--- config.mk ---
export PLATFORM = sky130hd
export DESIGN_NAME = lsu_ctrl
export DESIGN_NICKNAME = d
export VERILOG_FILES = /design/src/rtl/lsu_pkg.sv /design/src/rtl/lsu_addr_chk.sv /design/src/rtl/lsu_ctrl.sv
export SDC_FILE = /design/constraint.sdc
export NUM_CORES = 1
export LEC_CHECK = 0
export ABC_AREA = 1
export BUFFER_PORTS_ARGS = -buffer_cell sky130_fd_sc_hd__buf_2
export CORE_MARGIN = 2
export CORE_UTILIZATION = 51
export CTS_CLUSTER_SIZE = 25
export DETAILED_ROUTE_END_ITERATION = 10
export PLACE_DENSITY = 0.8
export SLEW_MARGIN = 20
export SYNTH_ARGS = -nofsm -noshare
export SYNTH_HDL_FRONTEND = slang
export SYNTH_SLANG_ARGS = --single-unit
--- constraint.sdc ---
create_clock -name clk -period 2.05 [get_ports clk]
set_input_delay 0.205 -clock clk [delete_from_list [all_inputs] [get_ports clk]]
set_output_delay 0.205 -clock clk [all_outputs]
set_load 0.005 [all_outputs]
--- src/rtl/lsu_pkg.sv ---
// Shared types and constants for the LSU load/store sequencer.
package lsu_pkg;

  typedef enum logic [2:0] {
    IDLE = 3'd0,
    ACC0 = 3'd1,
    ACC1 = 3'd2,
    LAST = 3'd3,
    RESP = 3'd4
  } state_e;

  localparam logic SZ_BYTE = 1'b0;
  localparam logic SZ_HALF = 1'b1;

  localparam int LSU_RAM_SIZE = 32768;

endpackage

--- src/rtl/lsu_addr_chk.sv ---
// Combinational range check for a byte or halfword request.
// A halfword is rejected if either of its two bytes falls outside the RAM,
// with the high-byte address wrapping modulo 2^AW.
module lsu_addr_chk
  import lsu_pkg::*;
#(
  parameter int AW       = 16,
  parameter int RAM_SIZE = LSU_RAM_SIZE
) (
  input  logic [AW-1:0] addr,
  input  logic          size,
  output logic          err
);

  localparam logic [AW:0] LIMIT = (AW+1)'(RAM_SIZE);

  logic [AW-1:0] addr_hi;

  // Flag the low byte, and the high byte for halfwords.
  always_comb begin
    addr_hi = addr + 1'b1;
    err     = ({1'b0, addr} >= LIMIT);
    if ((size == SZ_HALF) && ({1'b0, addr_hi} >= LIMIT)) err = 1'b1;
  end

endmodule

--- src/rtl/lsu_ctrl.sv ---
// Load/store sequencer in front of the byte-wide LSU data RAM.
// Splits halfwords into two little-endian byte accesses, collects read data
// and returns one response per request.
// Build option LSU_SIGN_EXT_EN adds req_signed for sign-extended byte loads.
module lsu_ctrl
  import lsu_pkg::*;
#(
  parameter int AW       = 16,
  parameter int RAM_SIZE = LSU_RAM_SIZE
) (
  input  logic          clk,
  input  logic          rst,
  input  logic          req_valid,
  output logic          req_ready,
  input  logic          req_we,
  input  logic          req_size,
  input  logic [AW-1:0] req_addr,
  input  logic [15:0]   req_wdata,
`ifdef LSU_SIGN_EXT_EN
  input  logic          req_signed,
`endif
  output logic          rsp_valid,
  input  logic          rsp_ready,
  output logic [15:0]   rsp_rdata,
  output logic          rsp_err,
  output logic [7:0]    ram_d,
  output logic [AW-1:0] ram_a,
  output logic          ram_re,
  output logic          ram_we,
  input  logic [7:0]    ram_q
);

  state_e        state_q, state_d;
  logic          we_q, we_d;
  logic          size_q, size_d;
  logic          sgn_q, sgn_d;
  logic [AW-1:0] addr_q, addr_d;
  logic [15:0]   wdata_q, wdata_d;
  logic [15:0]   rdata_q, rdata_d;
  logic          err_q, err_d;
  logic          rsp_valid_q, rsp_valid_d;
  logic          req_err, req_sgn, accept;

  lsu_addr_chk #(.AW(AW), .RAM_SIZE(RAM_SIZE)) u_chk (
    .addr (req_addr),
    .size (req_size),
    .err  (req_err)
  );

`ifdef LSU_SIGN_EXT_EN
  assign req_sgn = req_signed;
`else
  assign req_sgn = 1'b0;
`endif

  assign req_ready = (state_q == IDLE) && !rst;
  assign accept    = req_valid && req_ready;
  assign rsp_valid = rsp_valid_q;
  assign rsp_rdata = rdata_q;
  assign rsp_err   = err_q;

  // Sequencer next-state: latch request, walk byte accesses, hold response.
  always_comb begin
    state_d     = state_q;
    we_d        = we_q;
    size_d      = size_q;
    sgn_d       = sgn_q;
    addr_d      = addr_q;
    wdata_d     = wdata_q;
    rdata_d     = rdata_q;
    err_d       = err_q;
    rsp_valid_d = rsp_valid_q;
    case (state_q)
      IDLE: if (accept) begin
        we_d    = req_we;
        size_d  = req_size;
        sgn_d   = req_sgn;
        addr_d  = req_addr;
        wdata_d = req_wdata;
        rdata_d = 16'h0000;
        err_d   = req_err;
        if (req_err) begin
          state_d     = RESP;
          rsp_valid_d = 1'b1;
        end else begin
          state_d = ACC0;
        end
      end
      ACC0: begin
        if (size_q == SZ_HALF) state_d = ACC1;
        else if (!we_q)        state_d = LAST;
        else begin
          state_d     = RESP;
          rsp_valid_d = 1'b1;
        end
      end
      ACC1: begin
        if (!we_q) begin
          rdata_d[7:0] = ram_q;
          state_d      = LAST;
        end else begin
          state_d     = RESP;
          rsp_valid_d = 1'b1;
        end
      end
      LAST: begin
        if (size_q == SZ_HALF) rdata_d[15:8] = ram_q;
        else rdata_d = {(sgn_q && ram_q[7]) ? 8'hFF : 8'h00, ram_q};
        state_d     = RESP;
        rsp_valid_d = 1'b1;
      end
      RESP: if (rsp_ready) begin
        state_d     = IDLE;
        rsp_valid_d = 1'b0;
      end
      default: state_d = IDLE;
    endcase
  end

  // RAM drive: active only in the two access states, silenced during reset.
  always_comb begin
    ram_a  = '0;
    ram_d  = 8'h00;
    ram_re = 1'b0;
    ram_we = 1'b0;
    if (!rst) begin
      case (state_q)
        ACC0: begin
          ram_a  = addr_q;
          ram_d  = wdata_q[7:0];
          ram_re = !we_q;
          ram_we = we_q;
        end
        ACC1: begin
          ram_a  = addr_q + 1'b1;
          ram_d  = wdata_q[15:8];
          ram_re = !we_q;
          ram_we = we_q;
        end
        default: ;
      endcase
    end
  end

  // State and response registers.
  always_ff @(posedge clk) begin
    if (rst) begin
      state_q     <= IDLE;
      we_q        <= 1'b0;
      size_q      <= SZ_BYTE;
      sgn_q       <= 1'b0;
      addr_q      <= '0;
      wdata_q     <= 16'h0000;
      rdata_q     <= 16'h0000;
      err_q       <= 1'b0;
      rsp_valid_q <= 1'b0;
    end else begin
      state_q     <= state_d;
      we_q        <= we_d;
      size_q      <= size_d;
      sgn_q       <= sgn_d;
      addr_q      <= addr_d;
      wdata_q     <= wdata_d;
      rdata_q     <= rdata_d;
      err_q       <= err_d;
      rsp_valid_q <= rsp_valid_d;
    end
  end

endmodule

; ---- Word level (Yosys, flattened, before mapping)
; Index checks and enable logic that the tools add are counted.
[classes]
n_eq_ne = 10
n_reduce_logical = 15
muxes = 27
add_sub_neg = 2
n_lt_le_gt_ge = 2
[op_table]
columns = cell, count
row1 = 16-bit by 1-bit adder with 16-bit output (second input constant), 2
row2 = 16-bit greater-or-equal comparator (second input constant), 2
row3 = 16-bit two-way mux, 2
row4 = 8-bit two-way mux, 4
row5 = 16-bit case mux with 2 select lines, 1
row6 = 8-bit case mux with 2 select lines, 2
row7 = 8-bit case mux with 3 select lines, 1
row8 = 3-bit two-way mux, 5
row9 = 3-bit case mux with 5 select lines, 1
row10 = 2-bit inequality test (second input constant), 6
row11 = 1-bit two-way mux, 10
row12 = 3-bit by 2-bit == test with 1-bit output (second input constant), 2
row13 = 2-bit AND reduction, 3
row14 = 1-bit case mux with 5 select lines, 1
row15 = 5-bit AND reduction, 1
row16 = 5-bit nonzero test, 1
row17 = 4-bit AND reduction, 1
row18 = 3-bit by 1-bit == test with 1-bit output (second input constant), 1
row19 = 3-bit == test (second input constant), 1
row20 = 1-bit logical AND, 3
row21 = 3-bit zero test, 1
row22 = 3-bit nonzero test, 1
row23 = 1-bit zero test, 2
row24 = 2-bit nonzero test, 1
row25 = 2-bit OR reduction, 1
[word_totals]
ff_bits = 55

; ---- Logic depth before layout (Yosys ltp)
[logic_depth]
ltp_word = 7
mapped_depth = 11
mapped_depth_nobuf = 10

; ---- By module
; A second synthesis with hierarchy kept.
[hier_totals]
hier_cells = 430
area_unflattened_um2 = 2800.2
[modules_own_cells]
columns = module, area_each_um2, cells_per_inst, seq_area_each_um2, n_inst
row1 = lsu_ctrl, 2738.9, 414, 1101.1, 1
row2 = lsu_addr_chk, 61.3, 16, 0.0, 1

; ---- Worst setup path after synthesis
; OpenSTA, ideal clock, no wires.
[synth_path]
path_kind = register to output
startpoint = reg addr_q[0]
endpoint = out ram_a[12]
arrival_ns = 1.312
n_path_buf = 0
path_stages_with_launch = 11
setup_slack_ns = 0.533
cell_sequence = dfxtp_1 -> ha_1 -> nand2_1 -> inv_1 -> nand2_1 -> nor2_1 -> nand2_1 -> nor2_1 -> nor2_1 -> o21ai_1 -> inv_1
[synth_via]
elab_chain_cells = 3
[synth_lines]
columns = item, line
row1 = from (decl), lsu_ctrl.sv:37  ; logic [AW-1:0] addr_q, addr_d;
row2 = from (signal assigned), lsu_ctrl.sv:162  ; addr_q <= addr_d;
row3 = 16-bit by 1-bit adder with 16-bit output, lsu_ctrl.sv:135  ; ram_a = addr_q + 1'b1;
row4 = 16-bit case mux with 2 select lines, lsu_ctrl.sv:127  ; case (state_q)
row5 = 16-bit two-way mux, lsu_ctrl.sv:126  ; if (!rst) begin
row6 = to (decl), lsu_ctrl.sv:27  ; output logic [AW-1:0] ram_a,
; Every way passes these cells.

; ---- Final worst setup path
[layout_path]
startpoint = reg addr_q[0]
endpoint = out ram_a[14]
; Same word-level chain as after synthesis.

==> metrics.yaml <==
timing:
  fin_crit_ps: 2058
  slew_viol_final: 0
  worst_pin_slew_ps: 340.6
  worst_slack_ps: -8.355
  fin_crit_sh_pct: 100.4
  max_freq_mhz: 485.8
  fin_skew_ps: 9.586
  setup_viol: 1
  setup_tns_ps: -8.355
  rsz0062_at_grt: "true"
  hold_viol_final: 0
  timing.slew.headroom_pct: 77.06
global_route:
  grt_pass1_wl_um: 11970
  grt_overflow_total: 0
  antenna_found_initial: 0
  grt_max_degree: 33
  grt_use_total_pct: 23.66
  grt_pass1_vias: 2689
die:
  initial_core_util_pct: 52.99
  die_area_um2: 6343
  design.core.area_um2: 5507
  boundaryPins: 91
  die_h_um: 79.64
  row_count: 27
  die_w_um: 79.64
drt:
  dr.pass1.iters: 6
  ant_nets: 0
  vias: 3110
  initialDrtViolationCount: 258
  wl_um: 7720
  drc: 0
  wl_per_cell_um: 13.26
  routed_via_density: 5.344
worst_hold_path:
  min_path_type: "in2reg"
setup_path:
  end_kind: "output pin"
  critPathKind: "reg2out"
  crit_arrival_ps: 1850
  critPathMaxFanout: 5
  required_ps: 1850
  cp-start-kind: "flop"
power_and_ir_drop:
  powerDensity_nw_per_um2: 786.1
  power_mw: 2.833
  peakVddDrop_uv: 479.8
  p_leak_nw: 1.697
synth:
  yosys_warnings: 0
  synth_cell_types: 37
  synth_area_per_cell_um2: 6.980
  synth-seq-area-share_pct: 37.74
  synth_fp_nets: 465
  syn_area_um2: 2918
  ys_ff_latch: 55
  synth_cells: 418
clock_tree:
  clock_path_buffers: 2
  clk_latency_ps: 310
  numCtsBuffers: 5
  tritoncts: "done"
  path_clk_slew_ps: 100
  h-tree-depth: 2
  cts_root_buffer: "clkbuf_8"
  clkSinkCount: 55
placement:
  place_hpwl_um: 5512
  place.gp.congestion: 0.9273
  portBuffers: 90
status:
  run_status: "finished with violations"
  violations: "negative setup slack"
final_layout:
  final_nets: 556
  drive_gt1_share_pct: 32.94
  antenna_cells: 0
  area_delta_synth_final_pct: 23.50
  final_common_cell: "nand2_1"
  layout_common_cells: "nand2_1 (116), buf_2 (90), dfxtp_1 (51)"
  final.fill_count: 478
job:
  drv_cap: 0
[logic make-up (layout without fill, tap and decap cells)]
logic type	after synthesis	in the layout	synth area share, %
AND/OR/NAND/NOR	189	189	27.19
AO/OA/AOI/OAI	105	105	23.07
flip-flops	55	55	37.74
buffers and inverters	68	160	11.58
adder cells (fa/ha/maj)	1	1	0.4287
[power breakdown]
part	total [mW]	switching, mW	internal [mW]
sequential	1.35	0.111	1.24
combinational	0.867	0.533	0.334
clock	0.615	0.373	0.242
[per-layer routing]
layer / vias to the layer above / routed length, µm / GRT usage (%)
li1: 1554 / - / -
met1: 1373 / 3397 / 31.39
met2: 154 / 3404 / 36.97
met3: 29 / 679 / 5.656
met4: 0 / 238 / 9.310
met5: - / 0 / 0
[metrics by stage]
step / setup slack, ps / cells / hold WS (ps) / cell area [µm²] / utilization (%)
2_1_floorplan: 532.6 / 418 / 315.7 / 2918 / -
3_3_place_gp: 285.4 / 568 / 406.2 / 3388 / 61.53
3_5_place_dp: 239.5 / 568 / 408.3 / 3388 / 61.53
4_1_cts: 0.1493 / 576 / 82.07 / 3482 / 63.24
5_1_grt: -122.1 / 582 / 91.93 / 3603 / 65.44
6_report: -8.355 / 582 / 90.04 / 3603 / 65.44
[worst max-delay path, cell delays in order (launching register included)]
cell and delay, ps:
dfxtp_4 400, ha_2 190, nand2_2 70, inv_1 80
nand2_2 70, nor2_4 160, nand2_4 90, nor2_4 130
nand3_1 80, nand2_1 80, a21oi_1 60, buf_2 140
[worst paths after layout]
path,start,end,slack (ps),cells after the start
max,addr_q[0],ram_a[14],-8,11
min,req_we,we_q,90,3
max reg2reg,state_q[2],rsp_rdata[0],440,7
min reg2reg,rsp_rdata[3],rsp_rdata[3],450,2
[synthesized netlist by cell type (all sizes together)]
library cell	number	area, µm²
or2	1	6.260
nand2	128	498.0
ha	1	12.51
dfxtp	55	1101
a211oi	1	7.510
nor3	5	25.02
o32ai	8	70.07
o22ai	10	62.56
a31oi	1	6.260
a22oi	2	15.01
nor2	37	161.4
o21a	3	22.52
o21bai	2	15.01
o31ai	1	7.510
nand4	4	25.02
a221oi	1	15.01
buf	16	138.9
o21ai	53	336.6
a21oi	23	115.1
inv	48	182.7
nand3	13	70.07
clkbuf	4	16.26
nor3b	1	7.510
[state kept, by name, summed over array words and instances (netlist names)]
signal,count
we_q,1
rsp_valid,1
addr_q,16
state_q,3
rsp_err,1
size_q,1
rsp_rdata,16
wdata_q,16
[final cells by class]
cell class,count,area (µm²),share of cell area [%]
well taps,72,90.09,2.500
clock buffers,5,68.82,1.910
repair buffers,104,580.6,16.11
clock inverters,3,18.77,0.5208
flip-flops and latches,55,1109,30.76
inverters,48,185.2,5.139
multi-input cells,295,1551,43.06
[what timing repair did]
item	CTS	global route
pin swaps	0	12
hold buffers	0	0
setup buffers	0	6
resized for setup	3	26
setup endpoints to repair	6	14
No activity file was read; power rests on OpenSTA's default activity.
